<file path="src/rtl/pc060ha_master_sequencer.sv">
`timescale 1ns/1ps
// pc060ha_master_sequencer
//
// Master-side controller for the PC060HA sound-communication chip. Host
// command bytes become page-select and nibble write cycles. The status page
// is polled at a fixed idle interval, and slave reply bytes are read back as
// two nibbles. Slave reset writes, which assert or release the slave, are
// also sequenced here.
//
// Parameters
//   STROBE_CYCLES  width of each nMRD/nMWR low pulse in clk cycles (>= 1)
//   POLL_INTERVAL  idle clk cycles between status polls (>= 1)
//
// Ports
//   clk, reset_request     clock; asynchronous active-high reset
//   cmd_valid/cmd_data     host command byte offer
//   cmd_ready              one-entry command holding register is empty
//   rsp_valid/rsp_data     reply byte held for the host
//   rsp_ready              host consumes the reply
//   srst_req/srst_assert   one-cycle slave-reset request and its level
//   nMCS, nMRD, nMWR       chip strobes, active-low
//   MA0                    0 = page-register write, 1 = data access
//   MD_o/MD_oe/MD_i        nibble data bus (write data, drive enable, read data)
//   busy                   a bus sequence is in progress
module pc060ha_master_sequencer #(
    parameter int unsigned STROBE_CYCLES = 2,
    parameter int unsigned POLL_INTERVAL = 16
) (
    input  logic       clk,
    input  logic       reset_request,
    input  logic       cmd_valid,
    input  logic [7:0] cmd_data,
    output logic       cmd_ready,
    output logic       rsp_valid,
    output logic [7:0] rsp_data,
    input  logic       rsp_ready,
    input  logic       srst_req,
    input  logic       srst_assert,
    output logic       nMCS,
    output logic       nMRD,
    output logic       nMWR,
    output logic       MA0,
    output logic [3:0] MD_o,
    output logic       MD_oe,
    input  logic [3:0] MD_i,
    output logic       busy
);

    // One bus access: SETUP, STROBE x STROBE_CYCLES, HOLD, GAP.
    localparam int unsigned ACCESS_CYCLES = STROBE_CYCLES + 3;
    localparam int unsigned PH_W = $clog2(ACCESS_CYCLES);
    localparam logic [PH_W-1:0] PH_STB_LAST = PH_W'(STROBE_CYCLES);
    localparam logic [PH_W-1:0] PH_HOLD     = PH_W'(STROBE_CYCLES + 1);
    localparam logic [PH_W-1:0] PH_LAST     = PH_W'(STROBE_CYCLES + 2);

    localparam int unsigned PC_W = (POLL_INTERVAL > 1) ? $clog2(POLL_INTERVAL) : 1;
    localparam logic [PC_W-1:0] PC_LAST = PC_W'(POLL_INTERVAL - 1);

    localparam logic [3:0] IDLE     = 4'd0;
    localparam logic [3:0] POLL_SEL = 4'd1;
    localparam logic [3:0] POLL_RD  = 4'd2;
    localparam logic [3:0] DECIDE   = 4'd3;
    localparam logic [3:0] TX_SEL0  = 4'd4;
    localparam logic [3:0] TX_WR0   = 4'd5;
    localparam logic [3:0] TX_SEL1  = 4'd6;
    localparam logic [3:0] TX_WR1   = 4'd7;
    localparam logic [3:0] RX_SEL0  = 4'd8;
    localparam logic [3:0] RX_RD0   = 4'd9;
    localparam logic [3:0] RX_SEL1  = 4'd10;
    localparam logic [3:0] RX_RD1   = 4'd11;
    localparam logic [3:0] RST_SEL  = 4'd12;
    localparam logic [3:0] RST_WR   = 4'd13;

    logic [3:0]      state;
    logic [3:0]      state_next;
    logic [PH_W-1:0] phase;
    logic [PC_W-1:0] poll_cnt;

    logic            cmd_full;
    logic [7:0]      cmd_buf;
    logic            srst_pend;
    logic            srst_val;
    logic            rst_data;
    logic            hold;
    logic            stat_shf;   // slave_half_full from the last poll
    logic            stat_mhf;   // master_half_full from the last poll
    logic [3:0]      rx_lo;
    logic [3:0]      rx_hi;

    logic            acc_done;
    logic            sample;
    logic            strobe;
    logic            is_write;
    logic            is_data;
    logic [3:0]      wdata;

    assign acc_done  = (phase == PH_LAST);
    assign sample    = (phase == PH_STB_LAST);
    assign strobe    = (phase != '0) && (phase <= PH_STB_LAST);
    assign cmd_ready = ~cmd_full;
    assign busy      = (state != IDLE);

    // Next-state decision
    always_comb begin
        state_next = state;
        case (state)
            IDLE: begin
                if (srst_pend)
                    state_next = RST_SEL;
                else if (!hold && poll_cnt == PC_LAST)
                    state_next = POLL_SEL;
            end
            POLL_SEL: if (acc_done) state_next = POLL_RD;
            // The read access ends after HOLD; DECIDE doubles as its GAP cycle
            // so the poll still spans exactly two accesses.
            POLL_RD:  if (phase == PH_HOLD) state_next = DECIDE;
            DECIDE: begin
                if (srst_pend)
                    state_next = RST_SEL;
                else if (stat_shf && !rsp_valid)
                    state_next = RX_SEL0;
                else if (cmd_full && !stat_mhf)
                    state_next = TX_SEL0;
                else
                    state_next = IDLE;
            end
            TX_SEL0:  if (acc_done) state_next = TX_WR0;
            TX_WR0:   if (acc_done) state_next = TX_SEL1;
            TX_SEL1:  if (acc_done) state_next = TX_WR1;
            TX_WR1:   if (acc_done) state_next = IDLE;
            RX_SEL0:  if (acc_done) state_next = RX_RD0;
            RX_RD0:   if (acc_done) state_next = RX_SEL1;
            RX_SEL1:  if (acc_done) state_next = RX_RD1;
            RX_RD1:   if (acc_done) state_next = IDLE;
            RST_SEL:  if (acc_done) state_next = RST_WR;
            RST_WR:   if (acc_done) state_next = IDLE;
            default:  state_next = IDLE;
        endcase
    end

    // Per-state access attributes
    always_comb begin
        is_write = 1'b0;
        is_data  = 1'b0;
        wdata    = '0;
        case (state)
            POLL_SEL, RST_SEL: begin is_write = 1'b1; wdata = 4'b0100; end
            TX_SEL0,  RX_SEL0: begin is_write = 1'b1; wdata = 4'b0000; end
            TX_SEL1,  RX_SEL1: begin is_write = 1'b1; wdata = 4'b0001; end
            TX_WR0: begin is_write = 1'b1; is_data = 1'b1; wdata = cmd_buf[3:0]; end
            TX_WR1: begin is_write = 1'b1; is_data = 1'b1; wdata = cmd_buf[7:4]; end
            RST_WR: begin is_write = 1'b1; is_data = 1'b1; wdata = {3'b000, rst_data}; end
            POLL_RD, RX_RD0, RX_RD1, DECIDE: is_data = 1'b1;
            default: ;
        endcase
    end

    // Bus pins decoded from state and phase, so an asynchronous reset of the
    // state register releases every strobe immediately.
    always_comb begin
        nMCS  = 1'b1;
        nMRD  = 1'b1;
        nMWR  = 1'b1;
        MA0   = 1'b0;
        MD_o  = '0;
        MD_oe = 1'b0;
        if (state != IDLE) begin
            MA0  = is_data;
            MD_o = wdata;
            if (state != DECIDE) begin
                nMCS = ~(phase <= PH_HOLD);
                if (is_write) begin
                    MD_oe = (phase <= PH_HOLD);
                    nMWR  = ~strobe;
                end else begin
                    nMRD  = ~strobe;
                end
            end
        end
    end

    always_ff @(posedge clk or posedge reset_request) begin
        if (reset_request) begin
            state     <= IDLE;
            phase     <= '0;
            poll_cnt  <= '0;
            cmd_full  <= 1'b0;
            cmd_buf   <= '0;
            rsp_valid <= 1'b0;
            rsp_data  <= '0;
            srst_pend <= 1'b0;
            srst_val  <= 1'b0;
            rst_data  <= 1'b0;
            hold      <= 1'b0;
            stat_shf  <= 1'b0;
            stat_mhf  <= 1'b0;
            rx_lo     <= '0;
            rx_hi     <= '0;
        end else begin
            state <= state_next;

            if (state_next != state || state == IDLE)
                phase <= '0;
            else
                phase <= phase + 1'b1;

            if (state == IDLE && state_next == IDLE && !hold)
                poll_cnt <= poll_cnt + 1'b1;
            else
                poll_cnt <= '0;

            if (state == POLL_RD && sample) begin
                stat_shf <= MD_i[2];
                stat_mhf <= MD_i[0];
            end
            if (state == RX_RD0 && sample)
                rx_lo <= MD_i;
            if (state == RX_RD1 && sample)
                rx_hi <= MD_i;

            // Command holding register; TX cannot run while it is empty.
            if (state == TX_WR1 && acc_done)
                cmd_full <= 1'b0;
            else if (cmd_valid && !cmd_full) begin
                cmd_full <= 1'b1;
                cmd_buf  <= cmd_data;
            end

            // Reply holding register; RX only starts while it is empty.
            if (state == RX_RD1 && acc_done) begin
                rsp_valid <= 1'b1;
                rsp_data  <= {rx_hi, rx_lo};
            end else if (rsp_valid && rsp_ready)
                rsp_valid <= 1'b0;

            // The level being written is frozen on entry to RST_SEL. A request
            // arriving mid-sequence with a different level keeps the pending
            // flag set so that level is written next; a same-level repeat is
            // already satisfied by the write in flight.
            if (state_next == RST_SEL && state != RST_SEL)
                rst_data <= srst_val;
            if (srst_req) begin
                srst_pend <= 1'b1;
                srst_val  <= srst_assert;
            end else if (state == RST_WR && acc_done && srst_val == rst_data)
                srst_pend <= 1'b0;
            if (state == RST_WR && acc_done)
                hold <= rst_data;
        end
    end

endmodule
</file>
<file path="config.mk">
export PLATFORM = sky130hd
export DESIGN_NAME = pc060ha_master_sequencer
export DESIGN_NICKNAME = d
export VERILOG_FILES = /design/src/rtl/pc060ha_master_sequencer.sv
export SDC_FILE = /design/constraint.sdc
export NUM_CORES = 1
export LEC_CHECK = 0
export ABC_AREA = 1
export CAP_MARGIN = 0
export CORE_MARGIN = 10
export CORE_UTILIZATION = 30
export CTS_CLUSTER_SIZE = 8
export DETAILED_ROUTE_END_ITERATION = 10
export SLEW_MARGIN = 20
export SYNTH_ARGS = -nofsm -noshare
export SYNTH_HDL_FRONTEND = slang
export SYNTH_SLANG_ARGS = --single-unit
</file>
<file path="constraint.sdc">
create_clock -name clk -period 3.1 [get_ports clk]
set_input_delay 0.62 -clock clk [delete_from_list [all_inputs] [get_ports clk]]
set_output_delay 0.62 -clock clk [all_outputs]
set_load 0.02 [all_outputs]
</file>
==> impl_metrics.yaml <==
logic_synthesis:
  netlist_area_um2: 2183
  ys_seq_area_share_pct: 49.28
  synthCells: 255
  yosysWarnings: 0
  synth_cell_types: 26
  synth_nets: 278
  ys_ff_latch: 43
  syn_avg_cell_area_um2: 8.562
clock_network:
  ctsLongestPathBuffers: 2
  cts_tree: "built"
  cts_max_level: 2
  cts_resized: 0
  cts_setup_buffers: 0
  cts-root-buf: "clkbuf_8"
  cts_sinks: 43
  clock_latency_ns: 0.30
  path_clk_slew_ns: 0.09
  holdBufCountCts: 0
  cts_made_buffers: 5
routing:
  m1WireLength_um: 2425
  drtAntennaViolNets: 0
  drtIter0Drc: 89
  route.vias.total: 1771
  met3_length_um: 275
  detail_route.vias_per_cell: 4.428
  routedWlPerCell_um: 12.66
  routed_wl_um: 5064
  firstDrtPassIters: 4
  wl_met2_um: 2276
  top_layer: "met4"
  drc_errors: 0
floorplanning:
  initial_core_util_pct: 30.43
  die_area_um2: 11090
  core_um2: 7176
  boundaryPins: 38
  dieHeight_um: 105.3
  row_count: 31
  die-width_um: 105.3
pwr:
  share_comb_of_total_power_pct: 44.8
  switching_share_pct: 41.60
  finalPower_uw: 2019
  p_sw_uw: 839.8
  p_per_area_nw_per_um2: 726.1
  pwr-share-clk_pct: 18.6
  vdd_ir_drop_max_v: 0.0002192
  p_int_uw: 1179
  p_leak_uw: 0.001421
  seq_power_share_pct: 36.6
finish:
  nets: 323
  area_growth_pct: 27.34
  drive_above_1_share_pct: 12.29
  fillers: 740
  fin_util_pct: 38.74
  diodes: 0
worst_setup_path:
  cp.arrival_ns: 2.23
  cp-endpoint: "MD_oe"
  end_kind: "output port"
  rrSetupSlack_ns: 1.24
  startpoint: "state[0]"
  cp-start-kind: "flip-flop"
  crit_fanout: 7
  r2r-start: "phase[0]"
  timing.rr.end: "phase[2]"
  required_ns: 2.48
  critPathKind: "flip-flop to output port"
  rr_worst_depth: 10
timing:
  setup_viol: 0
  relSlewSlack_pct: 63.98
  fmax_ghz: 0.3510
  rsz0062_at_grt: "no"
  finClkSkew_ns: 0.007557
  tightest_slew_ns: 0.5403
  fin_crit_ns: 2.849
  period_share_pct: 91.91
  fin_tns_setup_ns: 0
  hold_viol_final: 0
  slew_violations: 0
  holdWs_ns: 0.4676
job:
  drv_cap: 0
grt:
  grt_usage_pct: 9.544
  antenna_found_initial: 0
  grt_pass1_vias: 1850
  grt_overflow: 0
  grt_first_pass_wirelength_um: 8721
  grt_max_degree: 44
place:
  hpwl_um: 3990
  routabilityCongestion: 0.9334
  io_buffers: 37
hold_path:
  hp-class: "flip-flop to flip-flop"
run_status:
  status: "finished clean"
==> logic make-up (layout without fill, tap and decap cells) <==
family / after synthesis / count (layout) / synth area share, %
DFF: 43 / 43 / 49.28
muxes: 15 / 15 / 7.736
adders and majority gates: 5 / 5 / 2.865
xor gates and xnor gates: 2 / 2 / 0.8024
buffers and inverters: 43 / 89 / 7.392
AOI/OAI and AO/OA: 27 / 27 / 6.705
and+or+nand+nor: 120 / 120 / 25.22
==> layer usage <==
layer	vias up	GRT usage (%)
met5	-	0
met4	0	3.824
met3	7	2.558
met2	46	14.84
met1	815	12.27
li1	903	-
==> synthesized netlist by cell type <==
cell type,n,area share (%)
nand3_4,1,0.80
nor2_4,1,0.52
dfrtp_1,43,49
a22o_1,1,0.40
or2_2,1,0.29
xnor2_1,1,0.40
a21oi_1,6,1.4
inv_1,39,6.7
mux2_1,6,3.1
nand3_1,13,3.0
and2_2,1,0.34
nand4_1,4,1.1
nand3_2,3,1.4
o21ai_0,18,4.1
nor2_2,3,0.86
nor3_1,4,0.92
a221o_1,1,0.46
mux2_2,9,4.6
o21bai_1,1,0.34
ha_1,5,2.9
nor4_1,1,0.29
inv_2,4,0.69
xor2_1,1,0.40
nand2_2,5,1.4
nand2_1,60,10
nor2_1,23,4.0
==> state kept, by name, indices dropped and copies added (netlist names) <==
name       count
stat_shf       1
cmd_full       1
state          4
rst_data       1
cmd_buf        8
hold           1
stat_mhf       1
rsp_valid      1
phase          3
rsp_data       8
poll_cnt       4
srst_pend      1
srst_val       1
rx_hi          4
rx_lo          4
==> critical path, stage by stage, from the launching register on <==
cell and delay (ns):
dfrtp_1 0.46, nor2_1 0.30, nand2_1 0.17, nand2_1 0.13, a21oi_1 0.06, nand3_1 0.10, nand2_1 0.05, inv_1 0.05
clkdlybuf4s50_1 0.60
==> worst min-delay path by stage <==
stage	from	to	cells past startpoint
after global placement	poll_cnt[0]	poll_cnt[0]	1
after detailed placement	poll_cnt[0]	poll_cnt[0]	1
final	poll_cnt[0]	poll_cnt[0]	1
after global routing	cmd_buf[3]	cmd_buf[3]	1
after CTS	poll_cnt[0]	poll_cnt[0]	1
after floorplan	poll_cnt[0]	poll_cnt[0]	1
==> per-stage QoR <==
step	worst slack [ns]	instance area, um2	std cells
6_report	0.2509	2780	400
5_1_grt	0.05571	2780	400
4_1_cts	0.2518	2780	400
3_5_place_dp	0.5997	2685	392
3_3_place_gp	0.6412	2685	392
2_1_floorplan	1.246	2183	255
==> power by group through the flow <==
stage | registers [uW] | logic, uW | clock network, uW
6_report | 740 | 904 | 375
5_1_grt | 753 | 1040 | 414
4_1_cts | 739 | 913 | 393
3_5_place_dp | 750 | 909 | 0
3_3_place_gp | 748 | 914 | 0
2_1_floorplan | 732 | 612 | 0
==> placed cells by master (no fill, tap or decap), drive strengths merged, types with 4 or more instances in the layout <==
cell type and count:
o21ai 18, mux2 15, clkbuf 5, nand4 4, a21oi 6, nand3 17, nand2 65, inv 45
ha 5, nor2 27, dfrtp 43, nor3 4, clkdlybuf4s50 37
==> area by class of cell <==
type | count | area, um2 | area share [%]
Inverter | 43 | 161.4 | 5.806
Tap cell | 99 | 123.9 | 4.455
Timing Repair Buffer | 38 | 377.9 | 13.59
Clock inverter | 3 | 26.28 | 0.9451
Clock buffer | 5 | 68.82 | 2.475
Multi-Input combinational cell | 169 | 945.9 | 34.02
Sequential cell | 43 | 1076 | 38.70
(Power assumes the default switching activity.)
